===== src/rtl/alu_op_sequencer.sv =====
// Multi-cycle issue/decode/execute/writeback sequencer for the 16-bit ALU and register file.
// Optional build macro SEQ_RETIRE_CNT_EN adds a wrapping retired-instruction counter.
module alu_op_sequencer #(
  parameter int unsigned ALU_LATENCY = 1,
  parameter logic [3:0]  OP_CMP      = 4'hE,
  parameter logic [3:0]  OP_NOP      = 4'hF
) (
  input  logic        clk,
  input  logic        rst_n,
  input  logic        instr_valid,
  output logic        instr_ready,
  input  logic [15:0] instr,
  output logic [3:0]  rf_raddr1,
  output logic [3:0]  rf_raddr2,
  input  logic [15:0] rf_rdata1,
  input  logic [15:0] rf_rdata2,
  output logic [15:0] alu_in1,
  output logic [15:0] alu_in2,
  output logic [3:0]  alu_ctrl,
  input  logic [15:0] alu_out,
  input  logic        alu_n,
  input  logic        alu_z,
  input  logic        alu_c,
  input  logic        alu_v,
  output logic        rf_we,
  output logic [3:0]  rf_waddr,
  output logic [15:0] rf_wdata,
  output logic [3:0]  flags,
  output logic        done,
  output logic [15:0] retired
);

  // state  | meaning
  // IDLE   | ready for a new instruction
  // DECODE | present source addresses, capture operands
  // EXEC   | hold ALU inputs for ALU_LATENCY cycles, sample result/flags on last
  // WB     | retire pulse, register writeback unless CMP/NOP
  typedef enum logic [1:0] {
    S_IDLE   = 2'd0,
    S_DECODE = 2'd1,
    S_EXEC   = 2'd2,
    S_WB     = 2'd3
  } state_t;

  localparam logic [3:0] LAT_M1 = 4'(ALU_LATENCY - 1);

  state_t      state_q, state_d;
  logic [15:0] ir_q, ir_d;
  logic [15:0] opa_q, opa_d;
  logic [15:0] opb_q, opb_d;
  logic [15:0] res_q, res_d;
  logic [3:0]  flags_q, flags_d;
  logic [3:0]  cnt_q, cnt_d;
  logic [3:0]  op;

  assign op    = ir_q[15:12];
  assign flags = flags_q;

  always_ff @(posedge clk or negedge rst_n) begin
    if (!rst_n) begin
      state_q <= S_IDLE;
      ir_q    <= '0;
      opa_q   <= '0;
      opb_q   <= '0;
      res_q   <= '0;
      flags_q <= '0;
      cnt_q   <= '0;
    end else begin
      state_q <= state_d;
      ir_q    <= ir_d;
      opa_q   <= opa_d;
      opb_q   <= opb_d;
      res_q   <= res_d;
      flags_q <= flags_d;
      cnt_q   <= cnt_d;
    end
  end

  // Outputs decode from state_q only, so an async reset drops rf_we/done at once.
  always_comb begin
    state_d     = state_q;
    ir_d        = ir_q;
    opa_d       = opa_q;
    opb_d       = opb_q;
    res_d       = res_q;
    flags_d     = flags_q;
    cnt_d       = cnt_q;
    instr_ready = 1'b0;
    rf_raddr1   = '0;
    rf_raddr2   = '0;
    alu_in1     = '0;
    alu_in2     = '0;
    alu_ctrl    = '0;
    rf_we       = 1'b0;
    rf_waddr    = '0;
    rf_wdata    = '0;
    done        = 1'b0;
    case (state_q)
      S_IDLE: begin
        instr_ready = 1'b1;
        if (instr_valid) begin
          ir_d    = instr;
          state_d = S_DECODE;
        end
      end
      S_DECODE: begin
        rf_raddr1 = ir_q[7:4];
        rf_raddr2 = ir_q[3:0];
        opa_d     = rf_rdata1;
        opb_d     = rf_rdata2;
        if (op == OP_NOP) begin
          state_d = S_WB;
        end else begin
          cnt_d   = LAT_M1;
          state_d = S_EXEC;
        end
      end
      S_EXEC: begin
        alu_in1  = opa_q;
        alu_in2  = opb_q;
        alu_ctrl = op;
        if (cnt_q == 4'd0) begin
          res_d   = alu_out;
          flags_d = {alu_n, alu_z, alu_c, alu_v};
          state_d = S_WB;
        end else begin
          cnt_d = cnt_q - 4'd1;
        end
      end
      S_WB: begin
        done = 1'b1;
        if ((op != OP_CMP) && (op != OP_NOP)) begin
          rf_we    = 1'b1;
          rf_waddr = ir_q[11:8];
          rf_wdata = res_q;
        end
        state_d = S_IDLE;
      end
      default: state_d = S_IDLE;
    endcase
  end

`ifdef SEQ_RETIRE_CNT_EN
  logic [15:0] retired_q, retired_d;

  assign retired_d = retired_q + {15'd0, done};
  assign retired   = retired_q;

  always_ff @(posedge clk or negedge rst_n) begin
    if (!rst_n) retired_q <= '0;
    else        retired_q <= retired_d;
  end
`else
  assign retired = 16'h0000;
`endif

endmodule


===== config.mk =====
export PLATFORM = sky130hd
export DESIGN_NAME = alu_op_sequencer
export DESIGN_NICKNAME = d
export VERILOG_FILES = /design/src/rtl/alu_op_sequencer.sv
export SDC_FILE = /design/constraint.sdc
export NUM_CORES = 1
export LEC_CHECK = 0
export ABC_AREA = 0
export CAP_MARGIN = 20
export CORE_MARGIN = 5
export CORE_UTILIZATION = 42
export CTS_CLUSTER_SIZE = 24
export DETAILED_ROUTE_END_ITERATION = 6
export PLACE_DENSITY_LB_ADDON = 0.05
export SYNTH_ARGS = -nofsm -noshare
export SYNTH_HDL_FRONTEND = slang
export SYNTH_SLANG_ARGS = --single-unit

===== constraint.sdc =====
create_clock -name clk -period 2.3 [get_ports clk]
set_input_delay 0.23 -clock clk [delete_from_list [all_inputs] [get_ports clk]]
set_output_delay 0.23 -clock clk [all_outputs]
set_load 0.05 [all_outputs]

==> results.toml, run 1 <==
[outcome]
outcome = "finished clean"

[global_route]
grtUsageTotal = 0.167
grt_max_degree = 75
grt_pass1_wl_um = 13800
grt_pass1_vias = 2718
antenna_found_initial = 0
grt_overflow = 0

[yosys]
avgSynthCellArea_um2 = 12.9
synth-edff-count = 0
synthCells = 282
yosys_warnings = 0
yosysSeqAreaShare = 0.511
async_flop_share = 1.00
yosysTopAreaCellShare = 0.511
syn-cell-area_um2 = 3620
yosysUniqueCellTypes = 35
yosysTopAreaCell = "dfrtp_1"
netlist_top_cells_area = "dfrtp_1, mux2_1, mux2_4"
ys.flop_type = "dfrtp_1"
ys_ff_latch = 74

[detailed_routing]
firstDrtPassIters = 4
viasPerCell = 4.83
dr_wl_met2_um = 4290
wl_per_cell_um = 16.2
wl_met1_um = 3500
dr_wl_met3_um = 732
highest_layer = "met4"
ant_nets = 0
drc = 0
drt_iter0_drc = 60
wirelength_um = 8630
vias = 2570

[clock_network]
root_buffer = "clkbuf_8"
path_clk_slew_ns = 0.08
clock_path_buffers = 2
cts_tree = "done"
holdBufCountCts = 0
cts_htree_levels = 3
cts-buffers-inserted = 9
cts_resized = 0
cts_sinks = 74
clock_latency_ns = 0.34
cts_setup_buffers = 0

[floorplan]
die_x_um = 103
die-area_um2 = 10600
die_h_um = 103
rows = 33
ioPinCount = 158
start_util = 0.437
core_um2 = 8300

[place]
portBuffers = 141
dp_hpwl_um = 6410
gp_congestion = 0.743

[sta]
setup_viol = 0
setup_tns_ns = 0
finalCritPeriodShare = 0.946
holdWs_ns = 0.0291
slew_headroom = 0.366
max_freq_mhz = 459
finalClockSkew_ns = 0.00945
slew_viol_final = 0
rsz0062_at_grt = "false"
final_hold_viol_count = 0
tightest_slew_ns = 0.951
fin_crit_ns = 2.18

[layout]
drive_gt1_frac = 0.267
final_cell_mix = "dfrtp_1, clkdlybuf4s50_1, mux2_1"
diodes = 0
ff_latch_area_um2 = 1850
nFillCells = 613
multi_input_area_um2 = 1600
syn_to_final_growth_pct = 57.0
num-nets-final = 499

[worst_setup_path]
path_max_fanout = 5
crit_arrival_ns = 1.95
end_kind = "output pin"
crit_required_ns = 2.07
critical_path_class = "flip-flop to output pin"
start_kind = "flip-flop"

[flow_run]
drv_cap = 0

[min_path]
hp-class = "input pin to asynchronous set/reset pin"

[power_and_ir_drop]
p_per_area_nw_per_um2 = 1630
peakVddDrop_mv = 0.855
cellLeakagePower_uw = 0.00256
cell usage after synthesis (2+ instances only):
master / n
ha_1: 6
and3_1: 21
buf_2: 5
nand3_1: 2
buf_4: 16
inv_1: 6
mux2_4: 19
nand2_1: 3
buf_6: 2
nand2b_1: 2
and2_1: 45
clkbuf_1: 10
mux2_1: 50
dfrtp_1: 74
sequential cells by signal (all words and copies together) (netlist names):
register and flops:
opa_q 16, cnt_q 4, res_q 16, ir_q 16, opb_q 16, flags 4, state_q 2
per-stage QoR:
stage / total power [uW] / area (um^2) / setup slack (ns) / utilization / instances
after floorplan: 5910 / 3680 / 0.292 / - / 297
after global placement: 8140 / 5470 / 0.522 / 0.660 / 516
after detailed placement: 8270 / 5470 / 0.488 / 0.660 / 516
after CTS: 9400 / 5690 / 0.101 / 0.686 / 532
after global routing: 9800 / 5690 / 0.0230 / 0.686 / 532
final: 9280 / 5690 / 0.124 / 0.686 / 532
worst max-delay path, cell delays in order (launching register included):
cell and delay [ns]:
dfrtp_1 0.41, inv_1 0.12, ha_1 0.25, clkdlybuf4s50_1 0.84
kinds of logic after synthesis:
family                     synth area share
buffers and inverters                0.0628
AOI/OAI and AO/OA                    0.0290
other                               0.00103
DFF                                   0.511
adders and majority gates            0.0207
muxes                                 0.237
and+or+nand+nor                       0.139
path summary, 6_finish.rpt:
path | endpoint | slack (ns) | cells after the start | start
max | instr_ready | 0.12 | 3 | state_q[0]$_DFFE_PN0P_
min | ir_q[1]$_DFFE_PN0P_ | 0.03 | 1 | rst_n
max reg2reg | flags[3]$_DFFE_PN0P_ | 0.57 | 5 | state_q[0]$_DFFE_PN0P_
min reg2reg | opa_q[5]$_DFFE_PN0N_ | 0.48 | 1 | opa_q[5]$_DFFE_PN0N_
max in group asynchronous | opa_q[1]$_DFFE_PN0N_ | 1.65 | 1 | rst_n
min in group clk | ir_q[6]$_DFFE_PN0P_ | 0.47 | 2 | instr[6]
layout make-up:
type,instances,share of cell area
Timing Repair Buffer,147,0.328
Sequential cell,74,0.325
Multi-Input combinational cell,184,0.282
Tap cell,105,0.0231
Clock buffer,9,0.0218
Clock inverter,7,0.0165
Inverter,6,0.00396
power breakdown:
group / internal [uW] / switching (uW) / total (uW)
clock: 609 / 501 / 1110
sequential: 1970 / 334 / 2310
combinational: 2680 / 3180 / 5860
routing by layer:
| layer | up-vias | track usage |
|---|---|---|
| li1 | 1213 | - |
| met1 | 1257 | 0.205 |
| met2 | 91 | 0.286 |
| met3 | 9 | 0.0467 |
| met4 | 0 | 0.0508 |
| met5 | - | 0 |
Note: power is estimated with default switching activity, not from simulation.
==> run 2, diff against run 1 <==
--- a/config.mk
+++ b/config.mk
@@ -7,7 +7,6 @@
 export LEC_CHECK = 0
 export ABC_AREA = 0
 export CAP_MARGIN = 20
-export CORE_MARGIN = 5
 export CORE_UTILIZATION = 42
 export CTS_CLUSTER_SIZE = 24
 export DETAILED_ROUTE_END_ITERATION = 6
==> results.toml, run 2 (synthesized netlist as in run 1, its figures left out) <==
[detailed_routing]
highest_layer = "met4"
drc = 0
firstDrtPassIters = 4
vias = 2561
wl_per_cell_um = 14.7
ant_nets = 0
dr_wl_met2_um = 3930
wl_met1_um = 3290
dr_wl_met3_um = 471
wirelength_um = 7850
drt_iter0_drc = 55
viasPerCell = 4.80

[clock_network]
path_clk_slew_ns = 0.07
root_buffer = "clkbuf_8"
cts_htree_levels = 3
cts_tree = "done"
clock_path_buffers = 2
cts_sinks = 74
clock_latency_ns = 0.35
cts-buffers-inserted = 9

[layout]
multi_input_area_um2 = 1600
syn_to_final_growth_pct = 58.2
num-nets-final = 501
layout_commonest_cell = "dfrtp_1"
final_cell_mix = "dfrtp_1, clkdlybuf4s50_1, mux2_1"
ff_latch_area_um2 = 1850
nFillCells = 626
diodes = 0
drive_gt1_frac = 0.266

[outcome]
outcome = "finished clean"

[global_route]
grt_pass1_wl_um = 12900
grt_overflow = 0
grt_pass1_vias = 2595
grtUsageTotal = 0.190
grt_max_degree = 43
antenna_found_initial = 0

[place]
dp_hpwl_um = 5840
portBuffers = 141
gp_congestion = 0.705
dpl_worst_slack_ns = 0.405

[sta]
rsz0062_at_grt = "false"
fin_crit_ns = 2.06
fin_ws_ns = 0.237
slew_viol_final = 0
slew_headroom = 0.544
finalClockSkew_ns = 0.00689
final_hold_viol_count = 0
max_freq_mhz = 485
tightest_slew_ns = 0.683
setup_tns_ns = 0
setup_viol = 0
finalCritPeriodShare = 0.897

[power_and_ir_drop]
peakVddDrop_mv = 0.874
cellLeakagePower_uw = 0.00260
p_per_area_nw_per_um2 = 1630

[worst_setup_path]
end_kind = "output pin"
crit_arrival_ns = 1.83
crit_required_ns = 2.07
r2r_slack_ns = 0.44
start_kind = "flip-flop"
critical_path_class = "flip-flop to output pin"
path_max_fanout = 22

[floorplan]
die_x_um = 94.9
start_util = 0.437
ioPinCount = 158
rows = 33
core_um2 = 8300
die-area_um2 = 9010
die_h_um = 94.9

[min_path]
hp-class = "input pin to asynchronous set/reset pin"

[flow_run]
drv_cap = 0
==> run 2: layer usage <==
layer | vias up | global-route usage
met5 | - | 0
met4 | 0 | 0.0846
met3 | 14 | 0.0435
met2 | 93 | 0.309
met1 | 1245 | 0.240
li1 | 1209 | -
==> run 2: layout make-up <==
class | count | area share
Multi-Input combinational cell | 184 | 0.280
Inverter | 6 | 0.00393
Timing Repair Buffer | 149 | 0.329
Sequential cell | 74 | 0.323
Clock buffer | 10 | 0.0240
Tap cell | 105 | 0.0229
Clock inverter | 5 | 0.0179
==> run 2: through the flow <==
stage | cells | hold slack, ns | area (um^2) | utilization | power, uW
CTS | 533 | 0.405 | 5730 | 0.691 | 9480
global placement | 517 | 0.249 | 5480 | 0.660 | 8110
global route | 533 | 0.446 | 5730 | 0.691 | 9860
finish | 533 | 0.394 | 5730 | 0.691 | 9360
detailed placement | 517 | 0.246 | 5480 | 0.660 | 8230
floorplan | 297 | -0.0656 | 3680 | - | 5910
==> run 2: repair_timing <==
item                                    CTS  global route
buffers inserted                          0             0
hold buffers                              1             0
gates resized for setup                   0             1
endpoints found under the hold margin    40             0
endpoints found under the setup margin    0             1
==> run 2: worst max-delay path, stage by stage (launching register included) <==
cell and delay [ns]:
dfrtp_1 0.42, ha_1 0.59, and3_1 0.28, buf_4 0.20
==> run 2: path summary, 6_finish.rpt <==
| check | startpoint | to | cells past startpoint |
|---|---|---|---|
| max | state_q[1]$_DFFE_PN0P_ | rf_waddr[3] | 3 |
| min | rst_n | ir_q[4]$_DFFE_PN0P_ | 2 |
| max reg2reg | state_q[0]$_DFFE_PN0P_ | state_q[0]$_DFFE_PN0P_ | 5 |
| min in group clk | instr[4] | ir_q[4]$_DFFE_PN0P_ | 2 |
| max in group asynchronous | rst_n | opb_q[15]$_DFFE_PN0N_ | 3 |
| min reg2reg | opa_q[15]$_DFFE_PN0N_ | opa_q[15]$_DFFE_PN0N_ | 1 |
==> run 2: power breakdown <==
group / switching (uW) / internal, uW
registers: 325 / 1980
logic: 3170 / 2680
clock network: 468 / 742
